**config.mk**
```make
export PLATFORM = sky130hd
export DESIGN_NAME = calc_sequencer
export DESIGN_NICKNAME = d
export VERILOG_FILES = /design/src/rtl/calc_sequencer_pkg.sv /design/src/rtl/bcd_shift_reg.sv /design/src/rtl/calc_sequencer.sv
export SDC_FILE = /design/constraint.sdc
export NUM_CORES = 1
export LEC_CHECK = 0
export ABC_AREA = 1
export CAP_MARGIN = 15
export CORE_MARGIN = 3
export CORE_UTILIZATION = 40
export DETAILED_ROUTE_END_ITERATION = 12
export GPL_TIMING_DRIVEN = 0
export PLACE_DENSITY = 0.77
export SETUP_SLACK_MARGIN = 0.05
export SYNTH_ARGS = -nofsm -noshare
export SYNTH_HDL_FRONTEND = slang
export SYNTH_SLANG_ARGS = --single-unit
```
**constraint.sdc**
```tcl
create_clock -name clk -period 4.4 [get_ports clk]
set_input_delay 0.44 -clock clk [delete_from_list [all_inputs] [get_ports clk]]
set_output_delay 0.44 -clock clk [all_outputs]
set_load 0.01 [all_outputs]
```
**src/rtl/calc_sequencer_pkg.sv**
```systemverilog
`default_nettype none
// +------------------------------------------------------------------+
// | Module  : calc_sequencer_pkg                                     |
// | Purpose : Shared state encodings, key codes and ALU op codes for |
// |           the calculator key sequencer.                          |
// | Revision: 1.0 - initial release                                  |
// +------------------------------------------------------------------+
package calc_sequencer_pkg;

  typedef enum logic [2:0] {
    ST_ENTER_A  = 3'd0,
    ST_ENTER_B  = 3'd1,
    ST_START    = 3'd2,
    ST_WAIT_ALU = 3'd3,
    ST_SHOW     = 3'd4,
    ST_ERROR    = 3'd5
  } state_t;

  localparam logic [3:0] KEY_ADD = 4'hA;
  localparam logic [3:0] KEY_SUB = 4'hB;
  localparam logic [3:0] KEY_MUL = 4'hC;
  localparam logic [3:0] KEY_NOP = 4'hD;
  localparam logic [3:0] KEY_EQ  = 4'hE;
  localparam logic [3:0] KEY_CLR = 4'hF;

  localparam logic [1:0] OP_ADD = 2'b00;
  localparam logic [1:0] OP_SUB = 2'b01;
  localparam logic [1:0] OP_MUL = 2'b10;

  localparam logic [15:0] DISP_ERR = 16'hEEEE;

  function automatic logic is_digit(input logic [3:0] key);
    return (key <= 4'd9);
  endfunction

  function automatic logic is_oper(input logic [3:0] key);
    return (key == KEY_ADD) || (key == KEY_SUB) || (key == KEY_MUL);
  endfunction

  function automatic logic [1:0] key_to_op(input logic [3:0] key);
    case (key)
      KEY_SUB: return OP_SUB;
      KEY_MUL: return OP_MUL;
      default: return OP_ADD;
    endcase
  endfunction

endpackage
`default_nettype wire

```
**src/rtl/bcd_shift_reg.sv**
```systemverilog
`default_nettype none
// +------------------------------------------------------------------+
// | Module  : bcd_shift_reg                                          |
// | Purpose : BCD operand register; digits shift in from the right,  |
// |           entry saturates at MAX_DIGITS digits.                  |
// | Revision: 1.0 - initial release                                  |
// +------------------------------------------------------------------+
module bcd_shift_reg #(
  parameter int MAX_DIGITS = 4
) (
  input  logic        clk,
  input  logic        rst_n,
  input  logic        i_clr,
  input  logic        i_load,
  input  logic [15:0] i_load_val,
  input  logic [2:0]  i_load_cnt,
  input  logic        i_shift,
  input  logic [3:0]  i_digit,
  output logic [15:0] o_value,
  output logic [2:0]  o_count,
  output logic        o_full
);

  localparam logic [2:0] FULL_CNT = 3'(MAX_DIGITS);

  logic [15:0] r_value;
  logic [2:0]  r_count;
  logic        w_full;

  assign w_full = (r_count >= FULL_CNT);

  // Operand storage: clear beats load beats shift; a full register ignores digits.
  always_ff @(posedge clk or negedge rst_n) begin
    if (!rst_n) begin
      r_value <= 16'h0000;
      r_count <= 3'd0;
    end else if (i_clr) begin
      r_value <= 16'h0000;
      r_count <= 3'd0;
    end else if (i_load) begin
      r_value <= i_load_val;
      r_count <= i_load_cnt;
    end else if (i_shift && !w_full) begin
      r_value <= {r_value[11:0], i_digit};
      r_count <= r_count + 3'd1;
    end
  end

  assign o_value = r_value;
  assign o_count = r_count;
  assign o_full  = w_full;

endmodule
`default_nettype wire

```
**src/rtl/calc_sequencer.sv**
```systemverilog
`default_nettype none
// +------------------------------------------------------------------+
// | Module  : calc_sequencer                                         |
// | Purpose : Keypad-driven calculator sequencer: collects two BCD   |
// |           operands, launches the ALU, shows result or error.     |
// | Revision: 1.0 - initial release                                  |
// +------------------------------------------------------------------+
module calc_sequencer
  import calc_sequencer_pkg::*;
#(
  parameter int MAX_DIGITS  = 4,
  parameter int ALU_TIMEOUT = 16
) (
  input  logic        clk,
  input  logic        rst_n,
  input  logic        i_key_valid,
  input  logic [3:0]  i_key_code,
  input  logic        i_alu_done,
  input  logic [15:0] i_alu_result,
  input  logic        i_alu_err,
  output logic [15:0] o_operand_a,
  output logic [15:0] o_operand_b,
  output logic [1:0]  o_op_sel,
  output logic        o_alu_start,
  output logic [15:0] o_display,
  output logic [2:0]  o_digit_count,
  output logic        o_error,
  output logic [2:0]  o_state_dbg
);

  localparam int          TW       = (ALU_TIMEOUT > 1) ? $clog2(ALU_TIMEOUT) : 1;
  localparam logic [TW-1:0] TMO_LAST = TW'(ALU_TIMEOUT - 1);
  localparam logic [2:0]  FULL_CNT = 3'(MAX_DIGITS);

  state_t        r_state, w_state_nxt;
  logic [15:0]   r_display, w_display_nxt;
  logic [1:0]    r_op_sel, w_op_nxt;
  logic          r_alu_start, w_start_nxt;
  logic          r_error, w_error_nxt;
  logic [2:0]    r_digit_count, w_cnt_nxt;
  logic [TW-1:0] r_tmo, w_tmo_nxt;

  logic          w_key_digit, w_key_op, w_key_eq, w_key_clr;
  logic          w_a_clr, w_a_load, w_a_shift, w_a_full;
  logic [15:0]   w_a_load_val, w_a_val;
  logic [2:0]    w_a_load_cnt, w_a_cnt;
  logic          w_b_clr, w_b_shift, w_b_full;
  logic [15:0]   w_b_val;
  logic [2:0]    w_b_cnt;

  assign w_key_digit = i_key_valid && is_digit(i_key_code);
  assign w_key_op    = i_key_valid && is_oper(i_key_code);
  assign w_key_eq    = i_key_valid && (i_key_code == KEY_EQ);
  assign w_key_clr   = i_key_valid && (i_key_code == KEY_CLR);

  bcd_shift_reg #(.MAX_DIGITS(MAX_DIGITS)) u_opa (
    .clk        (clk),
    .rst_n      (rst_n),
    .i_clr      (w_a_clr),
    .i_load     (w_a_load),
    .i_load_val (w_a_load_val),
    .i_load_cnt (w_a_load_cnt),
    .i_shift    (w_a_shift),
    .i_digit    (i_key_code),
    .o_value    (w_a_val),
    .o_count    (w_a_cnt),
    .o_full     (w_a_full)
  );

  bcd_shift_reg #(.MAX_DIGITS(MAX_DIGITS)) u_opb (
    .clk        (clk),
    .rst_n      (rst_n),
    .i_clr      (w_b_clr),
    .i_load     (1'b0),
    .i_load_val (16'h0000),
    .i_load_cnt (3'd0),
    .i_shift    (w_b_shift),
    .i_digit    (i_key_code),
    .o_value    (w_b_val),
    .o_count    (w_b_cnt),
    .o_full     (w_b_full)
  );

  // State and registered outputs.
  always_ff @(posedge clk or negedge rst_n) begin
    if (!rst_n) begin
      r_state       <= ST_ENTER_A;
      r_display     <= 16'h0000;
      r_op_sel      <= OP_ADD;
      r_alu_start   <= 1'b0;
      r_error       <= 1'b0;
      r_digit_count <= 3'd0;
      r_tmo         <= '0;
    end else begin
      r_state       <= w_state_nxt;
      r_display     <= w_display_nxt;
      r_op_sel      <= w_op_nxt;
      r_alu_start   <= w_start_nxt;
      r_error       <= w_error_nxt;
      r_digit_count <= w_cnt_nxt;
      r_tmo         <= w_tmo_nxt;
    end
  end

  // Next-state, next-output and operand register controls; clear overrides everything.
  always_comb begin
    w_state_nxt   = r_state;
    w_display_nxt = r_display;
    w_op_nxt      = r_op_sel;
    w_start_nxt   = 1'b0;
    w_cnt_nxt     = r_digit_count;
    w_tmo_nxt     = r_tmo;
    w_a_clr       = 1'b0;
    w_a_load      = 1'b0;
    w_a_load_val  = 16'h0000;
    w_a_load_cnt  = 3'd0;
    w_a_shift     = 1'b0;
    w_b_clr       = 1'b0;
    w_b_shift     = 1'b0;

    if (w_key_clr) begin
      w_state_nxt   = ST_ENTER_A;
      w_display_nxt = 16'h0000;
      w_op_nxt      = OP_ADD;
      w_cnt_nxt     = 3'd0;
      w_tmo_nxt     = '0;
      w_a_clr       = 1'b1;
      w_b_clr       = 1'b1;
    end else begin
      case (r_state)
        ST_ENTER_A: begin
          if (w_key_digit) begin
            if (!w_a_full) begin
              w_a_shift     = 1'b1;
              w_display_nxt = {w_a_val[11:0], i_key_code};
              w_cnt_nxt     = w_a_cnt + 3'd1;
            end
          end else if (w_key_op) begin
            w_op_nxt    = key_to_op(i_key_code);
            w_b_clr     = 1'b1;
            w_cnt_nxt   = 3'd0;
            w_state_nxt = ST_ENTER_B;
          end
        end
        ST_ENTER_B: begin
          if (w_key_digit) begin
            if (!w_b_full) begin
              w_b_shift     = 1'b1;
              w_display_nxt = {w_b_val[11:0], i_key_code};
              w_cnt_nxt     = w_b_cnt + 3'd1;
            end
          end else if (w_key_op) begin
            w_op_nxt = key_to_op(i_key_code);
          end else if (w_key_eq) begin
            w_start_nxt = 1'b1;
            w_state_nxt = ST_START;
          end
        end
        ST_START: begin
          w_tmo_nxt   = '0;
          w_state_nxt = ST_WAIT_ALU;
        end
        ST_WAIT_ALU: begin
          if (i_alu_done) begin
            if (i_alu_err) begin
              w_display_nxt = DISP_ERR;
              w_state_nxt   = ST_ERROR;
            end else begin
              w_display_nxt = i_alu_result;
              w_state_nxt   = ST_SHOW;
            end
          end else if (r_tmo == TMO_LAST) begin
            w_display_nxt = DISP_ERR;
            w_state_nxt   = ST_ERROR;
          end else begin
            w_tmo_nxt = r_tmo + TW'(1);
          end
        end
        ST_SHOW: begin
          if (w_key_op) begin
            // Chaining: the shown result becomes the first operand.
            w_a_load     = 1'b1;
            w_a_load_val = r_display;
            w_a_load_cnt = FULL_CNT;
            w_b_clr      = 1'b1;
            w_op_nxt     = key_to_op(i_key_code);
            w_cnt_nxt    = 3'd0;
            w_state_nxt  = ST_ENTER_B;
          end else if (w_key_digit) begin
            w_a_load      = 1'b1;
            w_a_load_val  = {12'h000, i_key_code};
            w_a_load_cnt  = 3'd1;
            w_display_nxt = {12'h000, i_key_code};
            w_cnt_nxt     = 3'd1;
            w_state_nxt   = ST_ENTER_A;
          end
        end
        ST_ERROR: begin
          w_display_nxt = DISP_ERR;
        end
        default: begin
          w_state_nxt = ST_ENTER_A;
        end
      endcase
    end

    w_error_nxt = (w_state_nxt == ST_ERROR);
  end

  assign o_operand_a   = w_a_val;
  assign o_operand_b   = w_b_val;
  assign o_op_sel      = r_op_sel;
  assign o_alu_start   = r_alu_start;
  assign o_display     = r_display;
  assign o_digit_count = r_digit_count;
  assign o_error       = r_error;
  assign o_state_dbg   = r_state;

endmodule
`default_nettype wire

```
==> results.cfg, run 1 <==
[synth]
syn_avg_cell_area_um2 = 7.19
syn_area_um2 = 4130
ys_seq_elements = 68
synth-async-reset-ratio_pct = 100
synth_edf_count = 0
yosys_warnings = 0
syn_nets = 605
yosysSeqAreaShare_pct = 41.2
synth_top_flop_cell = dfrtp_1
syn_inst = 575
synth_cell_types = 29

[drt]
drt-initial-drc-count = 279
wire_per_inst_um = 16.0
drt-pass1-iter-count = 5
vias = 4232
via_per_inst = 5.28
drtAntennaViolNets = 0
drcViolationCount = 0
routed_wl_um = 12800

[worst_setup_path]
arrival_ns = 2.48
r2r_start = o_state_dbg[0]
required_ns = 4.65
critical_path_class = primary input to flop
end_kind = flop
start_kind = primary input
worst-path-max-fanout = 10
cp-startpoint = i_key_code[3]

[clock_network]
htree_levels = 3
clk_pin_slew_ns = 0.07
clock_path_buffers = 2
clock_latency_ns = 0.35
root_buffer = clkbuf_8
cts_setup_buffers = 0
cts-hold-fix-buffers = 0
cts_tree = yes
clock-sinks = 68
cts.repair.resized = 0
cts_buffers = 9

[sta]
fmax_ghz = 0.448
period_needed_ns = 2.23
setup_viol = 0
finClkSkew_ns = 0.00518
tightest_slew_ns = 0.882
maxSlewHeadroom_pct = 41.2
rsz0062_at_grt = no
maxSlewViolCount = 0
tns_ns = 0
hold_violations = 0
setup_ws_ns = 2.17
worst_hold_slack_ns = 0.193
period_share_pct = 50.7

[global_route]
grt_pass1_wl_um = 20700
met2_usage_pct = 36.6
grtUsageMet3_pct = 3.66
grt_remaining_overflow = 0
busiest_layer = met2
antenna_found_initial = 0
grtUsageMet1_pct = 31.1
track_usage_pct = 23.0
grt_max_degree = 69
grt_pass1_vias = 4072

[placed_design]
io_buffers = 80
dp_worst_setup_slack_ns = 1.86
gp_congestion = 0.955
placed_cell_area_um2 = 5100
dp_hpwl_um = 9770
dp.cells = 788

[floorplanning]
dieArea_um2 = 11600
start_util_pct = 41.7
rows = 36
design.core.area_um2 = 9910
die_height_um = 108
dieWidth_um = 108
ioPinCount = 83

[power_and_ir_drop]
p_leak_nw = 2.59
ir_worst_vdd_v = 0.000275
power_density_nw_per_um2 = 667
finalPower_mw = 3.50

[final_layout]
multi_input_area_um2 = 2020
synthToLayoutAreaGrowth_pct = 27.1
finalNetCount = 696
drive_gt1_share_pct = 9.42
most-common-layout-cells = nand2_1 (172), nand3_1 (83), clkdlybuf4s50_1 (79)
instances_no_fill = 802
n_fill_cell = 990
ff_latch_area_um2 = 1700
design_area_um2 = 5250
final_common_cell = nand2_1
fin_util_pct = 53.0
antenna_cells = 0

[run]
cap_violations = 0

[outcome]
status = finished clean

[hold_path]
hold_path_class = primary input to asynchronous set/reset pin
## cell usage after synthesis, types with 4 or more instances
library cell	number	share of area, %
a21oi_1	42	5.1
buf_2	10	1.2
buf_6	8	2.2
clkbuf_1	6	0.54
dfrtp_1	68	41
ha_1	5	1.5
inv_1	56	5.1
nand2_1	172	16
nand2_2	6	0.91
nand2_4	7	1.9
nand3_1	83	10
nor2_1	37	3.4
nor2_2	4	0.61
o21ai_0	36	4.4
o21ai_1	8	0.97
## final cells by class
cell class	instances	area share, %
plain buffers	27	3.52
inverters	59	4.22
clock inverters	3	0.286
flip-flops and latches	68	32.4
repair buffers	80	15.2
multi-input cells	421	38.5
well taps	133	3.17
clock buffers	11	2.69
## power by group
part           internal [mW]  leakage [nW]  total [mW]  switching (mW)
Combinational          0.830          1.62        1.94            1.10
Clock                  0.211        0.0848       0.449           0.238
Sequential             0.877         0.883        1.12           0.241
## registers in the layout, indices dropped and copies added (netlist names)
| name | flops |
|---|---|
| u_opa.o_value | 16 |
| o_state_dbg | 3 |
| r_tmo | 4 |
| u_opb.o_count | 3 |
| u_opb.o_value | 16 |
| u_opa.o_count | 3 |
| o_error | 1 |
| o_op_sel | 2 |
| o_alu_start | 1 |
| o_digit_count | 3 |
| o_display | 16 |
## logic make-up after synthesis
group | count (synthesis) | share of synthesized area (%)
AND/OR/NAND/NOR | 323 | 35.7
AO/OA/AOI/OAI | 90 | 11.2
buffers and inverters | 86 | 9.84
flip-flops | 68 | 41.2
adder cells (fa/ha/maj) | 5 | 1.51
XOR/XNOR | 3 | 0.636
## final timing paths
| check | endpoint | slack (ns) | depth (start not counted) |
|---|---|---|---|
| setup / recovery | u_opa.o_value[14] | 2.17 | 8 |
| hold / removal | u_opa.o_value[12] | 0.19 | 1 |
| setup reg to reg | u_opa.o_value[14] | 2.45 | 7 |
| hold reg to reg | o_digit_count[2] | 0.48 | 2 |
| max in group asynchronous | u_opb.o_value[8] | 3.62 | 1 |
| min in group clk | u_opb.o_value[1] | 0.38 | 3 |
## per-layer routing
layer	share of wire (%)	wire [um]	up-vias
met4	3.3	418	0
met2	48	6140	155
met5	0	0	-
met1	43	5530	2009
li1	-	-	2032
met3	5.6	716	36
## critical path: stages
cell and delay, ns:
clkdlybuf4s50_1 0.61, nand2_1 0.21, nand3_2 0.20, nor3_1 0.45
nor2_2 0.20, buf_4 0.23, nand3_1 0.08, nand2_1 0.06
Note: power is estimated with default switching activity, not from simulation.
==> inputs of run 2 (changes only) <==
--- a/config.mk
+++ b/config.mk
@@ -11,7 +11,7 @@
 export CORE_UTILIZATION = 40
 export DETAILED_ROUTE_END_ITERATION = 12
 export GPL_TIMING_DRIVEN = 0
-export PLACE_DENSITY = 0.77
+export PLACE_DENSITY = 0.79
 export SETUP_SLACK_MARGIN = 0.05
 export SYNTH_ARGS = -nofsm -noshare
 export SYNTH_HDL_FRONTEND = slang
==> constraint.sdc (replaced) <==
create_clock -name clk -period 2 [get_ports clk]
set_input_delay 0.2 -clock clk [delete_from_list [all_inputs] [get_ports clk]]
set_output_delay 0.2 -clock clk [all_outputs]
set_load 0.01 [all_outputs]
==> run 2 against run 1 <==
  * Clock skew up 0.0057 ns
  * Final area up 1.2%
  * Clock-buffer cell count unchanged
  * First-iteration DRC count up 28%
  * Register-to-register slack worse by 2.3 ns
  * Largest cell class unchanged
  * Largest power group unchanged
==> results.cfg, run 2 (same netlist as run 1, synthesis figures left out) <==
[sta]
tightest_slew_ns = 0.876
setup_viol = 0
maxSlewViolCount = 0
rsz0062_at_grt = no
finClkSkew_ns = 0.0109
hold_violations = 0
period_share_pct = 91.0
period_needed_ns = 1.82
fmax_ghz = 0.549
maxSlewHeadroom_pct = 41.6

[final_layout]
synthToLayoutAreaGrowth_pct = 28.7
final_common_cell = nand2_1
most-common-layout-cells = nand2_1 (172), nand3_1 (83), clkdlybuf4s50_1 (78)
design_area_um2 = 5320
drive_gt1_share_pct = 11.0
antenna_cells = 0
n_fill_cell = 980
instances_no_fill = 808
finalNetCount = 700
fin_util_pct = 53.7

[global_route]
grt_pass1_vias = 4091
grt_pass1_wl_um = 20500
grt_max_degree = 69
grt_remaining_overflow = 0
antenna_found_initial = 0
track_usage_pct = 22.8

[floorplanning]
dieWidth_um = 108
dieArea_um2 = 11600
rows = 36
ioPinCount = 83
start_util_pct = 41.7
die_height_um = 108
design.core.area_um2 = 9910

[drt]
wire_per_inst_um = 15.9
via_per_inst = 5.30
drcViolationCount = 0
drt-initial-drc-count = 358
drt-pass1-iter-count = 6
routed_wl_um = 12800
vias = 4280
drtAntennaViolNets = 0

[worst_setup_path]
crit_chain = clkdlybuf4s50_1 > nand2_4 > inv_2 > nor2_4 > nand2_2 > nand2_2 > nand3_4 > buf_6 > o21ai_0 > nand2_1
critical_path_class = primary input to flop
arrival_ns = 2.07
r2r_start = o_state_dbg[0]
r2r-end = o_display[0]
reg2reg_slack_ns = 0.19
path_common_cell = nand2_2
end_kind = flop
r2r_cells = 8
crit_slowest_cell = clkdlybuf4s50_1
slowest_delay_ns = 0.56
start_kind = primary input
worst-path-max-fanout = 10
required_ns = 2.25

[hold_path]
worstHoldEndpoint = u_opb.o_value[1]
hold_path_class = primary input to flop
hold_depth = 3
min_from = i_key_code[1]

[power_and_ir_drop]
p_leak_nw = 2.63
ir_worst_vdd_v = 0.000642
power_density_nw_per_um2 = 1460

[clock_network]
clk_pin_slew_ns = 0.07
clock-sinks = 68
clock_path_buffers = 2
root_buffer = clkbuf_8
cts_tree = yes
cts_buffers = 9
htree_levels = 3
clock_latency_ns = 0.36

[placed_design]
placed_cell_area_um2 = 5100
dp.cells = 788
gp_congestion = 0.920
io_buffers = 80
dp_hpwl_um = 9680

[outcome]
status = finished clean

[run]
cap_violations = 0
[run 2: cell types whose count changed in the layout (fill, tap and decap cells not counted), sizes merged]
cell | before | now
clkinvlp | 0 | 1
clkbuf | 17 | 18
clkinv | 3 | 4
clkdlybuf4s50 | 79 | 78
dlygate4sd3 | 0 | 1
dlymetal6s2s | 0 | 1
buf | 22 | 24
[run 2: repair_timing]
| action | CTS | global route |
|---|---|---|
| hold endpoints to repair | 36 | 0 |
| resized for setup | 0 | 9 |
| setup endpoints to repair | 0 | 37 |
| hold buffers | 1 | 0 |
| buffers inserted | 0 | 3 |
[run 2: per-stage QoR]
| step | hold WS [ns] | power, mW | TNS, ns | setup WS, ns |
|---|---|---|---|---|
| after floorplan | -0.0956 | 4.85 | 0 | 0.352 |
| after global placement | 0.467 | 6.59 | -112.72 | -1.54 |
| after detailed placement | 0.377 | 6.68 | -10.73 | -0.302 |
| after CTS | 0.123 | 7.72 | 0 | 0.0830 |
| after global routing | 0.129 | 8.35 | 0 | 0.0572 |
| final | 0.130 | 7.77 | 0 | 0.180 |
[run 2: metal layers]
| layer | track usage [%] | vias up | share of wire [%] |
|---|---|---|---|
| met5 | 0 | - | 0 |
| met3 | 3.18 | 34 | 6.3 |
| li1 | - | 2038 | - |
| met4 | 12.2 | 0 | 3.6 |
| met1 | 30.8 | 2031 | 43 |
| met2 | 35.6 | 177 | 47 |
[run 2: how the worst max path moves through the flow]
stage | startpoint | to | slack, ns | depth (start not counted)
final | i_key_code[2] | o_display[6] | 0.18 | 10
after global routing | i_key_code[2] | o_display[6] | 0.06 | 10
after CTS | i_key_code[3] | o_display[6] | 0.08 | 10
after detailed placement | i_key_code[3] | o_display[6] | -0.30 | 10
after global placement | rst_n | u_opb.o_value[12] | -1.54 | 1
after floorplan | o_state_dbg[2] | u_opa.o_value[8] | 0.35 | 8
[run 2: worst max-delay path: cells and delay by family]
| kind | cells | cell delay, ns |
|---|---|---|
| and+or+nand+nor | 6 | 0.88 |
| buffers and inverters | 3 | 0.83 |
| AOI/OAI and AO/OA | 1 | 0.17 |
[run 2: final cells by class]
cell class	count	area [um^2]	area share (%)
Clock inverter	5	27.5	0.518
Multi-Input combinational cell	421	2040	38.3
Clock buffer	11	141	2.66
Timing Repair Buffer	84	833	15.7
Tap cell	133	166	3.13
Buffer	27	189	3.55
Sequential cell	68	1700	32.0
Inverter	59	221	4.16
[run 2: power breakdown]
group / total, mW / leakage (nW) / internal, mW / switching [mW]
combinational: 4.29 / 1.66 / 1.85 / 2.45
sequential: 2.46 / 0.883 / 1.93 / 0.528
clock: 1.02 / 0.0889 / 0.475 / 0.548
total: 7.77 / 2.63 / 4.25 / 3.52
